### src/rtl/ddr_lattice_unpacker.sv
// ddr_lattice_unpacker
//   AXI-Stream sink that takes one lattice node per beat (Q directions of DATA_WIDTH bits) from the
//   DMA MM2S stream and writes it to Q parallel BRAM lanes. Outputs are registered one cycle behind
//   the accepting beat. Writes are gated by a consumer credit (rd_limit). The block counts complete
//   frames, flags malformed frames, and resynchronises to the next TLAST after a missing TLAST.
//
// Ports
//   m00_axis_aclk     in   clock
//   m00_axis_areset   in   asynchronous reset, active high
//   enable            in   start/continue accepting frames
//   clear_err         in   clear sticky error flags
//   rd_limit          in   nodes released by the consumer; write allowed while ptr < rd_limit
//   m00_axis_tvalid   in   stream valid
//   m00_axis_tdata    in   lane k = tdata[k*DATA_WIDTH +: DATA_WIDTH], lane 0 is N
//   m00_axis_tlast    in   last node of frame
//   m00_axis_tready   out  stream ready (never depends on tvalid)
//   dir_data          out  registered lane data, same lane order as tdata
//   wen               out  BRAM write enable, all lanes
//   write_addr        out  BRAM address for dir_data
//   frame_done        out  1-cycle pulse after a well-formed frame was written
//   frame_count       out  completed well-formed frames, wraps
//   err_early_tlast   out  sticky: TLAST before the last node
//   err_missing_tlast out  sticky: last node without TLAST
module ddr_lattice_unpacker #(
  parameter int unsigned DATA_WIDTH    = 16,
  parameter int unsigned Q             = 9,
  parameter int unsigned DEPTH         = 2500,
  parameter int unsigned ADDRESS_WIDTH = 12,
  parameter int unsigned FCNT_WIDTH    = 16
) (
  input  logic                         m00_axis_aclk,
  input  logic                         m00_axis_areset,
  input  logic                         enable,
  input  logic                         clear_err,
  input  logic [ADDRESS_WIDTH-1:0]     rd_limit,
  input  logic                         m00_axis_tvalid,
  input  logic [Q*DATA_WIDTH-1:0]      m00_axis_tdata,
  input  logic                         m00_axis_tlast,
  output logic                         m00_axis_tready,
  output logic [Q*DATA_WIDTH-1:0]      dir_data,
  output logic                         wen,
  output logic [ADDRESS_WIDTH-1:0]     write_addr,
  output logic                         frame_done,
  output logic [FCNT_WIDTH-1:0]        frame_count,
  output logic                         err_early_tlast,
  output logic                         err_missing_tlast
);

  localparam logic [ADDRESS_WIDTH-1:0] LpDepth = ADDRESS_WIDTH'(DEPTH);
  localparam logic [ADDRESS_WIDTH-1:0] LpLast  = ADDRESS_WIDTH'(DEPTH - 1);

  typedef enum logic [1:0] {StIdle, StRun, StFlush} state_e;

  state_e                       r_state, w_state_next;
  logic [ADDRESS_WIDTH-1:0]     r_ptr, w_ptr_next;
  logic [ADDRESS_WIDTH-1:0]     w_limit;
  logic                         w_ready;
  logic                         w_accept;
  logic                         w_wen_next;
  logic                         w_done_next;
  logic                         w_set_early;
  logic                         w_set_missing;

  logic [Q*DATA_WIDTH-1:0]      r_dir_data;
  logic                         r_wen;
  logic [ADDRESS_WIDTH-1:0]     r_write_addr;
  logic                         r_frame_done;
  logic [FCNT_WIDTH-1:0]        r_frame_count;
  logic                         r_err_early;
  logic                         r_err_missing;

  // Credit clamp: a consumer reporting more than a frame's worth is treated as a full frame.
  always_comb begin
    w_limit = (rd_limit > LpDepth) ? LpDepth : rd_limit;
  end

  // Ready depends only on state, ptr and the credit, so the upstream may wait on it safely.
  always_comb begin
    w_ready = 1'b0;
    unique case (r_state)
      StIdle:  w_ready = 1'b0;
      StRun:   w_ready = enable & (r_ptr < w_limit);
      StFlush: w_ready = 1'b1;
      default: w_ready = 1'b0;
    endcase
  end

  assign w_accept        = m00_axis_tvalid & w_ready;
  assign m00_axis_tready = w_ready;

  always_comb begin
    w_state_next  = r_state;
    w_ptr_next    = r_ptr;
    w_wen_next    = 1'b0;
    w_done_next   = 1'b0;
    w_set_early   = 1'b0;
    w_set_missing = 1'b0;
    unique case (r_state)
      StIdle: begin
        if (enable) begin
          w_state_next = StRun;
          w_ptr_next   = '0;
        end
      end
      StRun: begin
        if (w_accept) begin
          w_wen_next = 1'b1;
          if (r_ptr == LpLast) begin
            w_ptr_next = '0;
            if (m00_axis_tlast) begin
              w_done_next = 1'b1;
            end else begin
              // Lost frame alignment: discard until the upstream's own TLAST.
              w_set_missing = 1'b1;
              w_state_next  = StFlush;
            end
          end else if (m00_axis_tlast) begin
            w_ptr_next  = '0;
            w_set_early = 1'b1;
          end else begin
            w_ptr_next = r_ptr + ADDRESS_WIDTH'(1);
          end
        end
      end
      StFlush: begin
        if (w_accept && m00_axis_tlast) begin
          w_state_next = StRun;
          w_ptr_next   = '0;
        end
      end
      default: begin
        w_state_next = StIdle;
        w_ptr_next   = '0;
      end
    endcase
  end

  always_ff @(posedge m00_axis_aclk or posedge m00_axis_areset) begin
    if (m00_axis_areset) begin
      r_state <= StIdle;
      r_ptr   <= '0;
    end else begin
      r_state <= w_state_next;
      r_ptr   <= w_ptr_next;
    end
  end

  always_ff @(posedge m00_axis_aclk or posedge m00_axis_areset) begin
    if (m00_axis_areset) begin
      r_dir_data    <= '0;
      r_wen         <= 1'b0;
      r_write_addr  <= '0;
      r_frame_done  <= 1'b0;
      r_frame_count <= '0;
      r_err_early   <= 1'b0;
      r_err_missing <= 1'b0;
    end else begin
      r_wen        <= w_wen_next;
      r_frame_done <= w_done_next;
      if (w_wen_next) begin
        r_dir_data   <= m00_axis_tdata;
        r_write_addr <= r_ptr;
      end
      if (w_done_next) begin
        r_frame_count <= r_frame_count + FCNT_WIDTH'(1);
      end
      // A new error in the same cycle as clear_err must stay visible.
      if (w_set_early) begin
        r_err_early <= 1'b1;
      end else if (clear_err) begin
        r_err_early <= 1'b0;
      end
      if (w_set_missing) begin
        r_err_missing <= 1'b1;
      end else if (clear_err) begin
        r_err_missing <= 1'b0;
      end
    end
  end

  assign dir_data          = r_dir_data;
  assign wen               = r_wen;
  assign write_addr        = r_write_addr;
  assign frame_done        = r_frame_done;
  assign frame_count       = r_frame_count;
  assign err_early_tlast   = r_err_early;
  assign err_missing_tlast = r_err_missing;

endmodule

### config.mk
export PLATFORM = sky130hd
export DESIGN_NAME = ddr_lattice_unpacker
export DESIGN_NICKNAME = d
export VERILOG_FILES = /design/src/rtl/ddr_lattice_unpacker.sv
export SDC_FILE = /design/constraint.sdc
export NUM_CORES = 1
export LEC_CHECK = 0
export ABC_AREA = 1
export BUFFER_PORTS_ARGS = -buffer_cell sky130_fd_sc_hd__buf_2
export CAP_MARGIN = 15
export CORE_ASPECT_RATIO = 1.5
export CORE_MARGIN = 3
export CORE_UTILIZATION = 48
export DETAILED_ROUTE_END_ITERATION = 7
export GPL_ROUTABILITY_DRIVEN = 0
export PLACE_DENSITY = 0.8
export SKIP_CTS_REPAIR_TIMING = 1
export SYNTH_ARGS = -nofsm -noshare
export SYNTH_HDL_FRONTEND = slang
export SYNTH_SLANG_ARGS = --single-unit
### constraint.sdc
create_clock -name m00_axis_aclk -period 7.5 [get_ports m00_axis_aclk]
set_input_delay 1.875 -clock m00_axis_aclk [delete_from_list [all_inputs] [get_ports m00_axis_aclk]]
set_output_delay 1.875 -clock m00_axis_aclk [all_outputs]
set_load 0.05 [all_outputs]
# Word-level counts from Yosys, hierarchy flattened
# Index checks and enable logic that the tools add are counted.
# op_classes
n_reduce_logical,6
add_sub_neg,2
n_lt_le_gt_ge,2
n_eq_ne,8
bitwise_logic,2
muxes,30
# op_table
operator,n
$mux W12,6
$pmux W12 S3,1
$add A16 B1 Y16 const B,1
$mux W1,16
$add A12 B1 Y12 const B,1
$eq A12 B12 Y1 const B,1
$gt A12 B12 Y1 const B,1
$lt A12 B12 Y1,1
$mux W2,5
$ne A2 B2 Y1 const B,5
$pmux W2 S3,1
$reduce_and A5 Y1,1
$reduce_bool A2 Y1,2
$reduce_and A3 Y1,1
$and A1 B1 Y1,2
$eq A2 B1 Y1 const B,1
$eq A2 B2 Y1 const B,1
$logic_not A2 Y1,1
$pmux W1 S2,1
$logic_and A1 B1 Y1,1
# totals
in_bits,162
word_cells,59
reg_bits,190

# Longest topological paths before layout
# Gate-level depths: netlist (run 1).
# logic_depth
word_depth,9
mapped_depth,23
ltp_nobuf,23

# Worst setup path before layout (run 1)
# OpenSTA, ideal clock, no wires.
# synth_path
path_kind,input port to output port
startpoint,input rd_limit[8]
endpoint,output m00_axis_tready
n_path_buf,0
path_slack_ns,1.965
t_arrival_ns,3.660
stages,17
t_required_ns,5.625
cell_sequence,nand2_1 nor2_1 nand3_1 nand2_1 nand2_4 inv_1 nor2_1 ha_1 a21oi_1 o21ai_0 nand3_1 a21oi_1 nor3_1 nand2_1 nand2_2 nand2_1 inv_1
# synth_between
elab_chain_len,5
# synth_rtl
element,line,text
start: declaration,35,"input logic [ADDRESS_WIDTH-1:0] rd_limit,"
$gt A12 B12 Y1,74,w_limit = (rd_limit > LpDepth) ? LpDepth : rd_limit;
$mux W12 *,74,
$lt A12 B12 Y1 *,82,StRun: w_ready = enable & (r_ptr < w_limit);
$and A1 B1 Y1 *,82,
$pmux W1 S2 *,80,unique case (r_state)
end: declaration,39,"output logic m00_axis_tready,"
# Mark *: on every way between the ends. The rest lies on a longest branch, timed or not.

# Worst setup path in the final report (run 1)
# layout_path
startpoint,input rd_limit[7]
endpoint,output m00_axis_tready
# Same word-level chain as after synthesis.

==> results of run 1 <==
==> logic make-up after synthesis <==
kind of cell	count (synthesis)	synth area share, %
and+or+nand+nor	631	30.5
buffers and inverters	96	5.63
adders and majority gates	16	2.42
AOI/OAI and AO/OA	52	3.30
DFF	190	57.5
xor gates and xnor gates	7	0.741
==> worst max path at each step <==
stage | startpoint | to | slack (ps) | cells past startpoint
finish | rd_limit[7] | m00_axis_tready | 1640 | 19
global route | rd_limit[11] | m00_axis_tready | 1320 | 19
global placement | rd_limit[3] | m00_axis_tready | 1710 | 19
floorplan | m00_axis_areset | dir_data[0] | 450 | 1
CTS | rd_limit[11] | m00_axis_tready | 1650 | 19
detailed placement | rd_limit[11] | m00_axis_tready | 1660 | 19
==> layout make-up <==
| class | count | area [sq um] |
|---|---|---|
| tap | 210 | 263 |
| sequential | 190 | 4750 |
| timing repair buffer | 344 | 1740 |
| fill | 1493 | 6240 |
| antenna | 1 | 2.50 |
| clock inverter | 14 | 130 |
| multi-input combinational | 706 | 3050 |
| inverter | 55 | 216 |
| clock buffer | 18 | 439 |
==> stage by stage <==
step	setup WS (ps)	utilization, %	area [sq um]	power (uW)	hold slack, ps
4_1_cts	1650	62.9	10600	4530	470
3_3_place_gp	1710	59.5	10000	3630	448
2_1_floorplan	455	-	8270	3120	475
5_1_grt	1320	62.9	10600	4730	481
6_report	1640	62.9	10600	4490	466
3_5_place_dp	1660	59.5	10000	3660	453
==> power by group <==
group	switching (uW)	leakage [uW]	internal, uW
sequential	164	0.00245	1350
combinational	1690	0.00348	427
clock	413	0.000272	446
==> metal layers <==
layer	GRT usage, %	routed length, microns	part of all wire (%)
met1	28.2	8700	38
met2	41.7	11700	51
met3	6.51	1670	7.3
met4	9.88	721	3.2
met5	0	38	0.17
==> flip-flops by register name, summed over array words and instances (netlist names) <==
register	flops
wen	1
frame_count	16
err_early_tlast	1
frame_done	1
err_missing_tlast	1
dir_data	144
write_addr	12
r_ptr	12
r_state	2
==> cell usage after synthesis, types with 6 or more instances <==
master	n	share of area, %
dfrtp_1	190	57
o21ai_0	30	1.8
nand3_1	22	1.3
nor2_1	30	1.4
o21ai_1	10	0.60
xor2_1	6	0.64
buf_2	15	0.91
inv_1	54	2.4
nand2_1	538	24
buf_4	15	1.4
clkbuf_1	6	0.27
nand4_1	10	0.76
ha_1	16	2.4
a21oi_1	6	0.36
nor4_1	6	0.45
nor3_1	10	0.60
==> critical path, cell delays in order <==
cell and delay (ps):
buf_2 90, nand2_1 90, nor2_1 140, nand3_1 90, nand2_1 130, nand2_4 90
inv_1 100, nor2_1 50, ha_1 280, a21oi_1 130, o21ai_0 100, nand3_1 80
a21oi_1 70, nor3_1 130, nand2_1 100, nand2_2 90, nand2_1 50, inv_1 50
buf_2 250
==> qor.yml, run 1 <==
crit_arrival_ps: 3980
ir_drop_mv: 0.304
leakagePower_uw: 0.00620
ant_nets: 0
wire_per_inst_microns: 14.8
fin_cells: 1538
clockBufferDepth: 2
grt_max_degree: 124
fmax_ghz: 0.171
fin_crit_ps: 5860
layout_common_cells: "538 x nand2_1, 338 x buf_2, 190 x dfrtp_1, 53 x inv_1"
setup.worst_path.class: "in -> out"
syn_area_per_cell_sq_um: 8.34
initial_utilization_pct: 49.1
drtPass1Iterations: 5
yosysWarnings: 0
timing.rr.start: "r_ptr[5]"
drive_gt1_share_pct: 29.3
synth_edf_count: 0
crit_path_start_kind: "primary input"
ff2ff_path_depth: 14
slew_headroom_pct: 43.2
cts.sinks: 190
synthDistinctLibCells: 33
reg2reg_slack_ps: 3980
hold_violations: 0
rsz0062_at_grt: "false"
power.density_nw_per_um2: 424
worst_pin_slew_ps: 853
grt_pass1_vias: 7194
slew_violations: 0
drtIter0Drc: 622
grt_pass1_wl_mm: 36.4
chipHeight_microns: 167
gr-total-overflow: 0
drv_cap: 0
synth-async-reset-ratio_pct: 100
synth_seq_cells: 190
antenna_found_initial: 4
fin_crit_sh_pct: 78.1
required_ps: 5620
vias: 7526
cts_root_buf: "clkbuf_16"
cts.clk_slew.worst_paths_ps: 70
worst_hold_startpoint: "dir_data[89]"
cts_tree: "yes"
coreArea_sq_um: 16800
yosys_most_used_dff: "dfrtp_1"
hpwl_mm: 16.7
die_area_sq_um: 18900
clock_latency_ps: 420
yosysSeqAreaShare_pct: 57.5
avgViaCountPerCell: 4.89
end_kind: "output pin"
area_growth_syn_to_layout_pct: 28.1
portBuffers: 338
skew_ps: 15.3
worstHoldEndpoint: "dir_data[89]"
h-tree-depth: 4
hold_depth: 2
track_usage_pct: 24.1
numCtsBuffers: 17
netlist_instances: 992
synth_fp_nets: 1170
mostFrequentLayoutCell: "nand2_1"
fin_setup_tns_ps: 0
io_pins: 339
r2r_end: "dir_data[101]"
wl_mm: 22.8
hp-class: "reg -> reg"
die_x_microns: 113
placed_cells: 1505
cp_max_fo: 8
layout.nets: 1492
synth_area_sq_um: 8270
setup_violations: 0
run_status: "finished clean"
rows: 58
drc: 0
(Power assumes the default switching activity.)
==> inputs of run 2 (changes only) <==
--- a/config.mk
+++ b/config.mk
@@ -10,10 +10,10 @@
 export CAP_MARGIN = 15
 export CORE_ASPECT_RATIO = 1.5
 export CORE_MARGIN = 3
-export CORE_UTILIZATION = 48
+export CORE_UTILIZATION = 44
 export DETAILED_ROUTE_END_ITERATION = 7
 export GPL_ROUTABILITY_DRIVEN = 0
-export PLACE_DENSITY = 0.8
+export PLACE_DENSITY = 0.77
 export SKIP_CTS_REPAIR_TIMING = 1
 export SYNTH_ARGS = -nofsm -noshare
 export SYNTH_HDL_FRONTEND = slang
==> constraint.sdc (replaced) <==
create_clock -name m00_axis_aclk -period 5.1 [get_ports m00_axis_aclk]
set_input_delay 1.275 -clock m00_axis_aclk [delete_from_list [all_inputs] [get_ports m00_axis_aclk]]
set_output_delay 1.275 -clock m00_axis_aclk [all_outputs]
set_load 0.05 [all_outputs]
==> run 2 against run 1 <==
  * Via count shrank 0.97%
  * Sequential share of layout area is 0.56 points lower
  * First-iteration DRC count shrank 13%
  * Hold slack worse by 0.85 ps
  * Sequential power rose by 48%
  * Wire length is 3.0% higher
  * Critical path depth did not move
  * Critical path type unchanged
  * Die area is 8.7% higher
  * Highest routed layer unchanged
==> qor.yml, run 2 (synthesized netlist as in run 1, its figures left out) <==
coreArea_sq_um: 18200
h-tree-depth: 4
fin_crit_sh_pct: 91.4
cts.sinks: 190
setup.worst_path.class: "in -> out"
p_switching_uw: 3380
grt_pass1_vias: 7319
layout_common_cells: "538 x nand2_1, 338 x buf_2, 190 x dfrtp_1, 53 x inv_1"
rsz0062_at_grt: "false"
cts_tree: "yes"
worst_hold_startpoint: "dir_data[32]"
ant_nets: 0
io_pins: 339
pwr-share-comb_pct: 47.0
largest_register_ff_count: 144
drtPass1Iterations: 5
vias: 7453
worst-path-buf-inv: 4
worst_pin_slew_ps: 721
grt_pass1_wl_mm: 37.9
drc: 0
rows: 60
end_kind: "output pin"
crit_slowest_cell: "ha_1"
clockBufferDepth: 2
critical-path-top-delay-family: "simple AND/OR/NAND/NOR gates"
fin_area_sq_um: 10700
cp_slowest_stage_delay_ps: 280
layout.nets: 1496
worstPathCellList: "buf_2 -> nand2_1 -> nor2_1 -> nand3_1 -> nand2_1 -> nand2_4 -> inv_1 -> nor2_1 -> ha_1 -> nand2_1 -> o21ai_0 -> nand3_1 -> a21oi_1 -> nor3_1 -> nand2_1 -> nand2_2 -> nand2_1 -> inv_1 -> buf_2"
leakagePower_uw: 0.00623
reg2reg_slack_ps: 2180
numCtsBuffers: 17
avgViaCountPerCell: 4.72
placed_cells: 1546
cts_root_buf: "clkbuf_16"
power.density_nw_per_um2: 620
die_x_microns: 118
ff2ff_path_depth: 14
slew_violations: 0
slew_headroom_pct: 51.7
swShare_pct: 50.7
run_status: "finished clean"
hp-class: "reg -> reg"
cts.clk_slew.worst_paths_ps: 60
fin_cells: 1580
fin_crit_ps: 4660
mostFrequentLayoutCell: "nand2_1"
cp_common_cell: "nand2_1"
wire_per_inst_microns: 14.9
area_growth_syn_to_layout_pct: 29.7
clock_latency_ps: 430
crit_arrival_ps: 3380
required_ps: 3830
track_usage_pct: 22.9
num-fill-cells: 1680
fin_setup_tns_ps: 0
drtIter0Drc: 544
r2r_end: "dir_data[56]"
portBuffers: 338
cp_max_fo: 8
seq_power_share_pct: 33.5
wl_mm: 23.5
worstHoldEndpoint: "dir_data[32]"
gr-total-overflow: 0
intPower_uw: 3280
hold_depth: 2
timing.rr.start: "r_ptr[5]"
skew_ps: 14.6
ir_drop_mv: 0.290
crit_path_start_kind: "primary input"
grt_max_degree: 148
hpwl_mm: 17.3
clock_power_share_pct: 19.5
fmax_ghz: 0.215
hold-worst-slack_ps: 465
die_area_sq_um: 20500
post_dp_cell_area_sq_um: 10100
hold_violations: 0
initial_utilization_pct: 45.5
drv_cap: 0
chipHeight_microns: 174
setup_violations: 0
drive_gt1_share_pct: 29.5
antenna_found_initial: 5
## run 2: cell count changes in the layout (fill, tap and decap cells not counted), sizes merged
cell and change:
clkinvlp -1, buf +4, clkinv +1
## run 2: worst max path at each step
stage,depth (start not counted),slack [ps],to,start
floorplan,17,770,m00_axis_tready,rd_limit[8]
global route,20,130,m00_axis_tready,rd_limit[10]
detailed placement,20,430,m00_axis_tready,rd_limit[9]
CTS,20,420,m00_axis_tready,rd_limit[9]
finish,19,440,m00_axis_tready,rd_limit[8]
global placement,20,500,m00_axis_tready,rd_limit[9]
## run 2: power by group through the flow
stage | logic (uW) | clock network [uW] | registers (uW)
floorplan | 698 | 0 | 3900
global placement | 3110 | 0 | 2230
detailed placement | 3150 | 0 | 2250
CTS | 3150 | 1340 | 2230
global route | 3330 | 1390 | 2300
finish | 3130 | 1300 | 2230
## run 2: metal layers
metal	global-route usage [%]	up-vias	wire length, microns	part of all wire [%]
li1	-	3717	-	-
met1	27.3	3403	9230	39
met2	39.9	271	12000	51
met3	5.79	54	1520	6.4
met4	8.90	8	703	3.0
met5	0	-	49	0.21
## run 2: area by class of cell
| cell class | count | area (sq um) | share of cell area (%) |
|---|---|---|---|
| inverters | 55 | 213 | 1.98 |
| diodes | 1 | 2.50 | 0.0233 |
| flip-flops and latches | 190 | 4750 | 44.3 |
| clock buffers | 18 | 429 | 4.00 |
| clock inverters | 14 | 151 | 1.41 |
| multi-input cells | 706 | 3050 | 28.5 |
| repair buffers | 348 | 1820 | 16.9 |
| well taps | 248 | 310 | 2.89 |
## run 2: stage by stage
stage	util, %	setup slack (ps)	total power (uW)
floorplan	-	765	4600
global placement	55.8	503	5340
detailed placement	55.8	431	5400
CTS	58.9	419	6710
global route	59.1	135	7020
finish	59.1	440	6660
## run 2: worst min-delay path, stage by stage (launching register included)
cell     delay [ps]
dfrtp_1         340
nand2_1          50
nand2_1          40
